--- config.mk ---
export PLATFORM = sky130hd
export DESIGN_NAME = memory_arbiter
export DESIGN_NICKNAME = d
export VERILOG_FILES = /design/src/rtl/memory_arbiter.sv
export SDC_FILE = /design/constraint.sdc
export NUM_CORES = 1
export LEC_CHECK = 0
export ABC_CLOCK_PERIOD_IN_PS = 1900
export CORE_MARGIN = 5
export CORE_UTILIZATION = 40
export DETAILED_ROUTE_END_ITERATION = 6
export PLACE_DENSITY = 0.76
export SLEW_MARGIN = 10
export SYNTH_ARGS = -nofsm -noshare
export SYNTH_HDL_FRONTEND = slang
export SYNTH_SLANG_ARGS = --single-unit
export TNS_END_PERCENT = 1
--- constraint.sdc ---
create_clock -name clock -period 1.9 [get_ports clock]
set_input_delay 0.285 -clock clock [delete_from_list [all_inputs] [get_ports clock]]
set_output_delay 0.285 -clock clock [all_outputs]
set_load 0.01 [all_outputs]
--- src/rtl/memory_arbiter.sv ---
// Round-robin arbiter sharing one single-port synchronous memory between NUM_REQ requesters.
// Define MEM_ARB_FIXED_PRIORITY_EN for fixed priority (lowest active index always wins).
//
// state    | meaning
// ---------+---------------------------------------------------------
// S_IDLE   | waiting for a request; arbitrates and latches the winner
// S_ACCESS | memory port driven; access happens on the closing edge
// S_WAIT   | memory read data settles; captured into rdata at the end
// S_DONE   | ack pulse to the winner, rdata valid
module memory_arbiter #(
  parameter int NUM_REQ = 2,
  parameter int ADDR_W  = 3,
  parameter int DATA_W  = 4
) (
  input  logic                      clock,
  input  logic                      reset_n,
  input  logic [NUM_REQ-1:0]        req,
  input  logic [NUM_REQ-1:0]        req_write,
  input  logic [NUM_REQ*ADDR_W-1:0] req_address,
  input  logic [NUM_REQ*DATA_W-1:0] req_data,
  output logic [NUM_REQ-1:0]        ack,
  output logic [DATA_W-1:0]         rdata,
  output logic                      busy,
  output logic                      mem_write,
  output logic [ADDR_W-1:0]         mem_address,
  output logic [DATA_W-1:0]         mem_data_in,
  input  logic [DATA_W-1:0]         mem_data_out
);

  localparam int IDX_W = (NUM_REQ > 1) ? $clog2(NUM_REQ) : 1;

  typedef enum logic [1:0] {S_IDLE, S_ACCESS, S_WAIT, S_DONE} state_t;

  state_t               r_state;
  logic [IDX_W-1:0]     r_winner;
  logic [NUM_REQ-1:0]   r_ack;
  logic [DATA_W-1:0]    r_rdata;
  logic                 r_busy;
  logic                 r_mem_write;
  logic [ADDR_W-1:0]    r_mem_address;
  logic [DATA_W-1:0]    r_mem_data_in;
`ifndef MEM_ARB_FIXED_PRIORITY_EN
  logic [IDX_W-1:0]     r_last;
`endif

  logic                 w_any;
  logic [IDX_W-1:0]     w_winner;
  logic                 w_wr;
  logic [ADDR_W-1:0]    w_addr;
  logic [DATA_W-1:0]    w_data;

  assign w_any = |req;

  always_comb begin : p_pick
`ifndef MEM_ARB_FIXED_PRIORITY_EN
    int   v_idx;
    logic v_hit;
    v_hit = 1'b0;
    v_idx = 0;
`endif
    w_winner = '0;
`ifdef MEM_ARB_FIXED_PRIORITY_EN
    for (int i = NUM_REQ - 1; i >= 0; i--) begin
      if (req[i]) w_winner = IDX_W'(i);
    end
`else
    // search starts just after the last winner and wraps
    for (int i = 1; i <= NUM_REQ; i++) begin
      v_idx = (int'(r_last) + i) % NUM_REQ;
      if (!v_hit && req[IDX_W'(v_idx)]) begin
        v_hit    = 1'b1;
        w_winner = IDX_W'(v_idx);
      end
    end
`endif
  end

  always_comb begin
    w_wr   = 1'b0;
    w_addr = '0;
    w_data = '0;
    for (int i = 0; i < NUM_REQ; i++) begin
      if (IDX_W'(i) == w_winner) begin
        w_wr   = req_write[i];
        w_addr = req_address[i*ADDR_W +: ADDR_W];
        w_data = req_data[i*DATA_W +: DATA_W];
      end
    end
  end

  always_ff @(posedge clock or negedge reset_n) begin
    if (!reset_n) begin
      r_state       <= S_IDLE;
      r_winner      <= '0;
      r_ack         <= '0;
      r_rdata       <= '0;
      r_busy        <= 1'b0;
      r_mem_write   <= 1'b0;
      r_mem_address <= '0;
      r_mem_data_in <= '0;
`ifndef MEM_ARB_FIXED_PRIORITY_EN
      r_last        <= IDX_W'(NUM_REQ - 1);
`endif
    end else begin
      r_ack <= '0;
      case (r_state)
        S_IDLE: begin
          if (w_any) begin
            r_winner      <= w_winner;
            r_mem_write   <= w_wr;
            r_mem_address <= w_addr;
            r_mem_data_in <= w_data;
            r_busy        <= 1'b1;
            r_state       <= S_ACCESS;
          end
        end
        S_ACCESS: begin
          r_mem_write <= 1'b0;
          r_state     <= S_WAIT;
        end
        S_WAIT: begin
          // memory returns post-write data, so writes echo the new value here
          r_rdata         <= mem_data_out;
          r_ack[r_winner] <= 1'b1;
          r_state         <= S_DONE;
        end
        S_DONE: begin
`ifndef MEM_ARB_FIXED_PRIORITY_EN
          r_last  <= r_winner;
`endif
          r_busy  <= 1'b0;
          r_state <= S_IDLE;
        end
        default: r_state <= S_IDLE;
      endcase
    end
  end

  assign ack         = r_ack;
  assign rdata       = r_rdata;
  assign busy        = r_busy;
  assign mem_write   = r_mem_write;
  assign mem_address = r_mem_address;
  assign mem_data_in = r_mem_data_in;

endmodule

### Yosys cells after proc, flatten, opt, wreduce, memory -nomap -nowiden

Index checks and enable logic that the tools add are counted.

* flip-flop bits (word level): 19
* latch bits: 0
* bits in writable memories: 0
* bits in read-only memories: 0
* output and inout bits: 15
* logic and storage cells: 48
* memories: 0

* add/sub/neg operators: 2
* $mul: 0
* div/mod/pow operators: 0
* magnitude comparators: 4
* eq/ne operators: 4
* shift operators: 0
* muxes and demuxes: 19
* bitwise gates (word level): 0
* reduce and logical (&&, ||, !) cells: 10

Operator list (count)
* 1-bit two-way mux: 11
* 2-bit case mux with 4 select lines: 1
* 1-bit by 3-bit < comparator with 1-bit output (second input constant): 2
* 2-bit AND reduction: 3
* 2-bit equality test (second input constant): 2
* 2-bit two-way mux: 2
* 4-bit two-way mux: 1
* 1-bit case mux with 2 select lines: 2
* 2-bit nonzero test: 2
* 3-bit two-way mux: 1
* 1-bit adder (second input constant): 2
* 2-bit by 1-bit equality test with 1-bit output (second input constant): 1
* 1-bit logical AND: 2
* 2-bit logical NOT: 1
* 1-bit by 2-bit < comparator with 1-bit output (second input constant): 1
* 2-bit inequality test (second input constant): 1
* 2-bit OR reduction: 1
* 1-bit demux with 1-bit select: 1
* 1-bit greater-or-equal comparator (second input constant): 1
* 1-bit logical NOT: 1

### Logic depth before layout (Yosys ltp)

Gate-level depths: netlist (run 1).

* depth after elaboration: 11
* gate-level depth with buffers: 6

### Worst setup path after synthesis (run 1)

No wires, ideal clock.

* kind: reg2reg
* from: register r_state[0]
* to: register r_state[1]
* setup time: 0.125 ns
* data arrival time: 1.359 ns
* setup slack: 0.416 ns
* cell stages (with the launch flop): 6
* path through: dfrtp_1 -> inv_1 -> ha_1 -> inv_2 -> or3_4 -> mux2_4

* word-level cells in the longest chain between the ends: 2
* elaborated cells on any way between the ends: 6
* those cells by class: eq/ne: 4; mux: 1; reduce/logical: 1

Ends and longest elaborated chain
* from (decl): line 34 `state_t r_state;`
* from (signal assigned): line 93 `r_state <= S_IDLE;`
* from (signal assigned): line 114 `r_state <= S_ACCESS;`
* from (signal assigned): line 119 `r_state <= S_WAIT;`
* 2-bit equality test (tied with other cells): line 106 `case (r_state)`
* 2-bit case mux with 4 select lines / 2-bit inequality test (equally long branches)

Several ways; a longest one is shown, not always the timed one.
A chain may end at the register's enable or synchronous reset.

### Final worst setup path (run 1)

Ends and elaborated chain as after synthesis.

==> summary.md, run 1 <==
| Metric | Value |
|---|---|
| Switching Fraction | `0.334` |
| Slew headroom | `0.646` |
| Tmin final | `1590 ps` |
| Flop pwr share | `0.386` |
| Pint | `1.24 mW` |
| Die H | `56.4 µm` |
| Post-DRT Antenna Nets | `0` |
| Clock root buffer | `clkbuf_4` |
| Max_cap viols | `0` |
| Total Wirelength | `1940 µm` |
| CP max FO | `5` |
| Vias/cell | `4.69` |
| Tot GR Track Use | `0.134` |
| FMAX | `628 MHz` |
| Setup Crit Path Kind | `reg2reg` |
| Synth Instances | `73` |
| Clk network pwr share | `0.108` |
| Clk_lat worst skew | `290 ps` |
| Leading area contributor after synthesis | `dfrtp_1` |
| Worst-margin pin slew | `531 ps` |
| N_diodes | `0` |
| Run status | `completed` |
| Row cnt | `16` |
| CTS tree | `yes` |
| Crit share post-route | `0.839` |
| Post-CTS Hold Buffers | `0` |
| # fillers | `165` |
| Syn-to-layout area delta | `51.3%` |
| CP Capture Type | `flop` |
| Final hold violation count | `0` |
| WL per Instance | `13.8 µm` |
| I/O Buffers | `38` |
| Startpoint types | `flop` |
| Final worst-path setup slack | `306 ps` |
| Yosys warns | `0` |
| Largest net degree at the start of global routing | `20` |
| Final TNS setup | `0 ps` |
| First-pass GRT wire length | `3380 µm` |
| Final setup fails | `0` |
| CP arrival | `1780 ps` |
| Sink Count | `19` |
| Vias | `661` |
| DRC | `0` |
| Gpl congestion | `0.753` |
| Nets@finish | `143` |
| Remaining Overflow, GRT | `0` |
| H-tree levels | `1` |
| RSZ-0062 raised after global routing | `false` |
| Post-CTS resize count | `0` |
| Psw | `0.619 mW` |
| Drt pass-1 iters | `3` |
| Detailed Place HPWL | `1560 µm` |
| Pre-CTS setup slack | `216 ps` |
| Layout cells sized above 1 | `0.132` |
| Synthesized area | `861 µm²` |
| Tot Pwr | `1.86 mW` |
| CTS clk-pin slew, worst paths | `110 ps` |
| Ports | `39` |
| Seq/Total Area, Yosys | `0.554` |
| Initial DRC Count | `8` |
| Worst endpoint required time | `2090 ps` |
| Initial antenna violation count | `0` |
| Starting Density | `0.430` |
| Cell area power density | `1420 nW/µm²` |
| Final slew viol count | `0` |
| Total CTS buffers | `3` |
| DIE WIDTH | `56.4 µm` |
| Syn nets | `101` |
| Core ar. | `2000 µm²` |
| Syn avg cell area | `11.8 µm²` |
| Synth area leaders | `dfrtp_1 (52%), mux2i_1 (9.3%), mux2_2 (6.5%)` |
| Clk_skew | `4.40 ps` |
| Tightest Hold Check Type | `in2async` |
| Via count of the first global-routing pass | `731` |
| Clock buffer depth | `2` |
| Post-CTS setup buffers | `0` |
| Peak VDD IR | `0.967 mV` |
| Leak | `0.599 nW` |
| Yosys top cell area share | `0.523` |
| Number of synthesized register bits | `19` |
| Die area | `3180 µm²` |
| Synth unique cells | `24` |
| Logic pwr share | `0.506` |
==> through the flow <==
step | instance area, µm² | std cells | hold slack, ps | util
2_1_floorplan | 861 | 73 | -10.6 | -
3_3_place_gp | 1280 | 137 | 464 | 0.638
3_5_place_dp | 1280 | 137 | 475 | 0.638
4_1_cts | 1300 | 141 | 318 | 0.651
5_1_grt | 1300 | 141 | 339 | 0.651
6_report | 1300 | 141 | 322 | 0.651
==> synthesized netlist by cell type <==
cell	count
clkbuf_1	1
a21o_1	1
mux2_4	1
a21oi_1	1
o21ai_2	1
o21ai_0	8
dfrtp_1	18
nor2_1	1
o211ai_1	1
nand2b_1	1
o21ai_1	1
buf_2	2
nor3_1	1
mux2_2	5
inv_2	1
ha_1	4
mux2i_1	8
nand2_1	8
and2_1	1
or3_4	1
inv_1	4
o31ai_1	1
nor2b_1	1
dfstp_2	1
==> power by group through the flow <==
| stage | logic, mW | clock network (mW) | registers, mW |
|---|---|---|---|
| after detailed placement | 0.955 | 0 | 0.728 |
| after global routing | 1.05 | 0.223 | 0.742 |
| after global placement | 0.932 | 0 | 0.716 |
| after floorplan | 0.434 | 0 | 0.786 |
| final | 0.938 | 0.201 | 0.716 |
| after CTS | 0.958 | 0.209 | 0.719 |
==> cells in the final DEF (no fill, tap or decap), drive strengths merged <==
cell            n
clkdlybuf4s50  38
clkbuf          4
ha              4
o211ai          1
o31ai           1
dfrtp          18
o21ai          10
nand2b          1
inv             5
nor2b           1
buf             2
nor3            1
mux2i           8
a21oi           1
dfstp           1
nand2           8
and2            1
or3             1
nor2            1
a21o            1
mux2            6
==> logic make-up (layout without fill, tap and decap cells) <==
logic type | Yosys count | count (layout) | synth area share
flops | 19 | 19 | 0.554
buf+inv | 8 | 49 | 0.0378
fa+ha+maj | 4 | 4 | 0.0581
mux | 14 | 14 | 0.176
simple gates | 14 | 14 | 0.0799
compound gates | 14 | 14 | 0.0945
==> path summary, 6_finish.rpt <==
check,startpoint,endpoint,slack (ps),cells after the start
max,r_state[0]$_DFFE_PN0P_,r_state[1]$_DFFE_PN0P_,310,5
min,reset_n,mem_data_in[1]$_DFFE_PN0P_,320,2
max reg2reg,r_state[0]$_DFFE_PN0P_,r_state[1]$_DFFE_PN0P_,310,5
min reg2reg,mem_data_in[1]$_DFFE_PN0P_,mem_data_in[1]$_DFFE_PN0P_,490,2
max in group asynchronous,reset_n,r_last$_DFFE_PN1P_,1310,2
min in group clock,mem_data_in[1]$_DFFE_PN0P_,mem_data_in[1]$_DFFE_PN0P_,490,2
==> worst max-delay path, stage by stage (launching register included) <==
cell and delay [ps]:
dfrtp_1 440, inv_1 90, ha_1 260, inv_2 50, or3_4 340, mux2_4 300
==> layout make-up <==
class                      instances  area, µm²  share of cell area
timing repair buffer              40        395               0.304
clock buffer                       4       26.3              0.0202
tap                               27       33.8              0.0259
sequential                        19        477               0.366
inverter                           5       18.8              0.0144
multi-input combinational         46        352               0.270
==> routing by layer <==
layer,track usage,part of all wire,wire length (µm),up-vias
met5,0,0,0,-
met1,0.153,0.42,816,315
met4,0.0712,0.014,27,0
li1,-,-,-,328
met3,0.0321,0.049,95,2
met2,0.230,0.52,1000,16
==> flip-flops by register name (all words and copies together), names as in the netlist <==
| name | count |
|---|---|
| ack | 2 |
| mem_address | 3 |
| r_state | 2 |
| busy | 1 |
| mem_data_in | 4 |
| mem_write | 1 |
| rdata | 4 |
| r_winner | 1 |
| r_last | 1 |
(Power assumes the default switching activity.)
==> inputs of run 2 (changes only) <==
--- a/config.mk
+++ b/config.mk
@@ -5,7 +5,7 @@
 export SDC_FILE = /design/constraint.sdc
 export NUM_CORES = 1
 export LEC_CHECK = 0
-export ABC_CLOCK_PERIOD_IN_PS = 1900
+export ABC_CLOCK_PERIOD_IN_PS = 1650
 export CORE_MARGIN = 5
 export CORE_UTILIZATION = 40
 export DETAILED_ROUTE_END_ITERATION = 6
==> constraint.sdc (replaced) <==
create_clock -name clock -period 1.65 [get_ports clock]
set_input_delay 0.2475 -clock clock [delete_from_list [all_inputs] [get_ports clock]]
set_output_delay 0.2475 -clock clock [all_outputs]
set_load 0.01 [all_outputs]
==> summary.md, run 2 (same netlist as run 1, synthesis figures left out) <==
| Metric | Value |
|---|---|
| Remaining Overflow, GRT | `0` |
| Row cnt | `16` |
| CTS clk-pin slew, worst paths | `100 ps` |
| Die area | `3180 µm²` |
| Run status | `completed` |
| Worst endpoint required time | `1840 ps` |
| H-tree levels | `1` |
| # fillers | `153` |
| Starting Density | `0.430` |
| Total Wirelength | `1970 µm` |
| Final core utilization | `0.658` |
| Clk_skew | `4.92 ps` |
| Setup Crit Path Kind | `reg2reg` |
| Sink Count | `19` |
| Final TNS setup | `0 ps` |
| DRC | `0` |
| Vias | `672` |
| RSZ-0062 raised after global routing | `false` |
| Drt pass-1 iters | `3` |
| Tot Pwr | `2.19 mW` |
| Largest net degree at the start of global routing | `20` |
| Initial antenna violation count | `0` |
| Slew headroom | `0.804` |
| CP arrival | `1690 ps` |
| Post-DRT Antenna Nets | `0` |
| Initial DRC Count | `5` |
| WL per Instance | `13.8 µm` |
| CP max FO | `4` |
| Gpl congestion | `0.761` |
| Final setup fails | `0` |
| Die H | `56.4 µm` |
| Leak | `0.609 nW` |
| Finished Layout Cells | `143` |
| Clock buffer depth | `2` |
| Final slew viol count | `0` |
| Vias/cell | `4.70` |
| Post-CTS Hold Buffers | `0` |
| I/O Buffers | `38` |
| N_diodes | `0` |
| Placed insts | `139` |
| Commonest non-fill, non-tap cells in the layout | `clkdlybuf4s50_1 (38), dfrtp_1 (18), mux2i_1 (8), nand2_1 (8), o21ai_0 (8)` |
| Via count of the first global-routing pass | `708` |
| Tmin final | `1510 ps` |
| Clock root buffer | `clkbuf_4` |
| First-pass GRT wire length | `3560 µm` |
| Most common cell after layout, fill and taps aside | `clkdlybuf4s50_1` |
| Post-CTS setup buffers | `0` |
| Clk_lat worst skew | `290 ps` |
| Syn-to-layout area delta | `53.1%` |
| Final hold violation count | `0` |
| Core ar. | `2000 µm²` |
| Crit share post-route | `0.912` |
| Startpoint types | `flop` |
| Nets@finish | `145` |
| Peak VDD IR | `1.08 mV` |
| FMAX | `664 MHz` |
| Total CTS buffers | `3` |
| Cell area power density | `1660 nW/µm²` |
| Ports | `39` |
| Max_cap viols | `0` |
| DIE WIDTH | `56.4 µm` |
| CP Capture Type | `flop` |
| Worst-margin pin slew | `295 ps` |
| Tot GR Track Use | `0.143` |
| Layout cells sized above 1 | `0.147` |
| CTS tree | `yes` |
| Post-CTS resize count | `0` |
| Hold slack | `280 ps` |
| Tightest Hold Check Type | `in2async` |
==> run 2: area by class of cell <==
type	instances	area, µm²	area share
multi-input cells	46	352	0.267
clock buffers	4	26.3	0.0199
inverters	5	18.8	0.0142
flip-flops and latches	19	477	0.362
well taps	27	33.8	0.0256
repair buffers	42	410	0.311
==> run 2: path summary, 6_finish.rpt <==
check,from,end,slack (ps),cells past startpoint
hold reg to reg,mem_data_in[3]$_DFFE_PN0P_,mem_data_in[3]$_DFFE_PN0P_,490,2
min in group clock,mem_data_in[3]$_DFFE_PN0P_,mem_data_in[3]$_DFFE_PN0P_,490,2
hold / removal,reset_n,mem_data_in[0]$_DFFE_PN0P_,280,2
max in group asynchronous,reset_n,r_last$_DFFE_PN1P_,1110,2
setup / recovery,r_state[1]$_DFFE_PN0P_,r_state[1]$_DFFE_PN0P_,140,5
setup reg to reg,r_state[1]$_DFFE_PN0P_,r_state[1]$_DFFE_PN0P_,140,5
==> run 2: per-stage QoR <==
stage	area, µm²	setup slack (ps)
floorplan	861	166
global placement	1290	99.7
detailed placement	1290	79.2
CTS	1320	153
global route	1320	82.1
finish	1320	145
==> run 2: critical path, stage by stage, from the launching register on <==
cell     delay, ps
dfrtp_1        440
inv_1          100
ha_1           190
inv_2           40
or3_4          330
mux2_4         300
==> run 2: report_power, final <==
part | switching, mW | total [mW] | internal (mW)
clock | 0.134 | 0.229 | 0.0941
combinational | 0.479 | 1.13 | 0.655
sequential | 0.125 | 0.824 | 0.699
total | 0.738 | 2.19 | 1.45
==> run 2: per-layer routing <==
metal | global-route usage | share of wire | up-vias | wire length [µm]
met5 | 0 | 0 | - | 0
met4 | 0.0712 | 0.017 | 0 | 34
met3 | 0.0252 | 0.055 | 4 | 108
met2 | 0.244 | 0.51 | 18 | 1010
met1 | 0.172 | 0.41 | 319 | 814
li1 | - | - | 331 | -
==> inputs of run 3 (changes only) <==
--- a/config.mk
+++ b/config.mk
@@ -6,6 +6,7 @@
 export NUM_CORES = 1
 export LEC_CHECK = 0
 export ABC_CLOCK_PERIOD_IN_PS = 1650
+export CORE_ASPECT_RATIO = 1.25
 export CORE_MARGIN = 5
 export CORE_UTILIZATION = 40
 export DETAILED_ROUTE_END_ITERATION = 6
==> summary.md, run 3 (same netlist as run 1, synthesis figures left out) <==
| Metric | Value |
|---|---|
| Crit-path max cell delay | `450 ps` |
| Clock root buffer | `clkbuf_4` |
| Run status | `completed` |
| Pre-CTS setup slack | `85.7 ps` |
| Peak VDD IR | `1.07 mV` |
| Clk_skew | `12.3 ps` |
| Initial DRC Count | `3` |
| DRC | `0` |
| Tot GR Track Use | `0.134` |
| Die area | `3190 µm²` |
| Syn-to-layout area delta | `53.1%` |
| Hold slack | `260 ps` |
| Drt pass-1 iters | `6` |
| Slew headroom | `0.816` |
| Nets@finish | `146` |
| H-tree levels | `1` |
| Total Wirelength | `1950 µm` |
| Vias/cell | `4.95` |
| Placed insts | `133` |
| Psw | `0.750 mW` |
| Final instance area | `1320 µm²` |
| RSZ-0062 raised after global routing | `false` |
| Placed Instance Area | `1290 µm²` |
| Tmin final | `1480 ps` |
| First-pass GRT wire length | `3100 µm` |
| Ports | `39` |
| Final worst-path setup slack | `165 ps` |
| CP max stage cell | `dfrtp_1` |
| Critical path buffers and inverters | `2` |
| Row cnt | `18` |
| Vias | `678` |
| Clk network pwr share | `0.109` |
| Remaining Overflow, GRT | `0` |
| Max_cap viols | `0` |
| Die H | `61.9 µm` |
| WL per Instance | `14.2 µm` |
| Worst endpoint required time | `1850 ps` |
| Starting Density | `0.425` |
| Setup Crit Path Kind | `reg2reg` |
| Tightest Hold Check Type | `in2async` |
| Cell area power density | `1670 nW/µm²` |
| # fillers | `180` |
| Post-CTS resize count | `0` |
| Final TNS setup | `0 ps` |
| Via count of the first global-routing pass | `655` |
| Pint | `1.45 mW` |
| Core ar. | `2030 µm²` |
| Crit share post-route | `0.900` |
| Post-CTS setup buffers | `0` |
| Startpoint types | `flop` |
| Initial antenna violation count | `0` |
| Finished Layout Cells | `137` |
| Post-DRT Antenna Nets | `0` |
| Worst path top cell family by delay | `flip-flops` |
| Flop pwr share | `0.374` |
| Final hold violation count | `0` |
| Largest net degree at the start of global routing | `20` |
| Leak | `0.616 nW` |
| Most common cell after layout, fill and taps aside | `clkdlybuf4s50_1` |
| Crit path from | `r_state[1]$_DFFE_PN0P_` |
| I/O Buffers | `38` |
| FMAX | `673 MHz` |
| Logic pwr share | `0.517` |
| DIE WIDTH | `51.5 µm` |
| CP max FO | `4` |
| Final slew viol count | `0` |
| Final core utilization | `0.650` |
| Commonest non-fill, non-tap cells in the layout | `clkdlybuf4s50_1 (38), dfrtp_1 (18), mux2i_1 (8), nand2_1 (8), o21ai_0 (8)` |
| Detailed Place HPWL | `1590 µm` |
| Worst-margin pin slew | `276 ps` |
| CTS tree | `yes` |
| N_diodes | `0` |
| Switching Fraction | `0.341` |
| Sink Count | `19` |
| Worst R2R Start | `r_state[1]$_DFFE_PN0P_` |
| Post-CTS Hold Buffers | `0` |
| Final setup fails | `0` |
| Layout cells sized above 1 | `0.162` |
| Cell chain of the critical path | `inv_1, ha_1, inv_2, or3_4, mux2_4` |
| CTS clk-pin slew, worst paths | `120 ps` |
| Clk_lat worst skew | `300 ps` |
| Tot Pwr | `2.20 mW` |
| Total CTS buffers | `3` |
| CP Capture Type | `flop` |
| CP arrival | `1680 ps` |
| Gpl congestion | `0.737` |
| Clock buffer depth | `2` |
run 3: power by group through the flow:
stage | Clock, mW | Combinational, mW | Sequential (mW)
3_3_place_gp | 0 | 1.12 | 0.827
2_1_floorplan | 0 | 0.500 | 0.905
3_5_place_dp | 0 | 1.16 | 0.834
4_1_cts | 0.244 | 1.16 | 0.826
6_report | 0.239 | 1.14 | 0.823
5_1_grt | 0.278 | 1.25 | 0.855
run 3: final timing paths:
kind	end	slack [ps]	cells after the start
min in group clock	ack[0]$_DFF_PN0_	470	1
setup reg to reg	r_state[1]$_DFFE_PN0P_	170	5
hold / removal	rdata[0]$_DFFE_PN0N_	260	2
setup / recovery	r_state[1]$_DFFE_PN0P_	170	5
hold reg to reg	ack[0]$_DFF_PN0_	470	1
max in group asynchronous	r_last$_DFFE_PN1P_	1130	2
run 3: worst register-to-register path: cells and delay by family (launching register included):
| family | cells | cell delay, ps |
|---|---|---|
| adder cells (fa/ha/maj) | 1 | 170 |
| buffers and inverters | 2 | 140 |
| multiplexers | 1 | 300 |
| AND/OR/NAND/NOR | 1 | 330 |
| flip-flops | 1 | 450 |
run 3: layout make-up:
type                            count  area (µm²)  share of cell area
Sequential cell                    19         477               0.362
Timing Repair Buffer               43         418               0.317
Multi-Input combinational cell     46         352               0.267
Tap cell                           20        25.0              0.0190
Clock buffer                        3        22.5              0.0171
Inverter                            5        18.8              0.0142
Clock inverter                      1        5.00             0.00380
run 3: metal layers:
layer / up-vias / track usage / wire [µm]
met2: 12 / 0.233 / 1080
met1: 331 / 0.163 / 774
met3: 2 / 0.0119 / 60
li1: 333 / - / -
met5: - / 0 / 0
met4: 0 / 0.0787 / 34
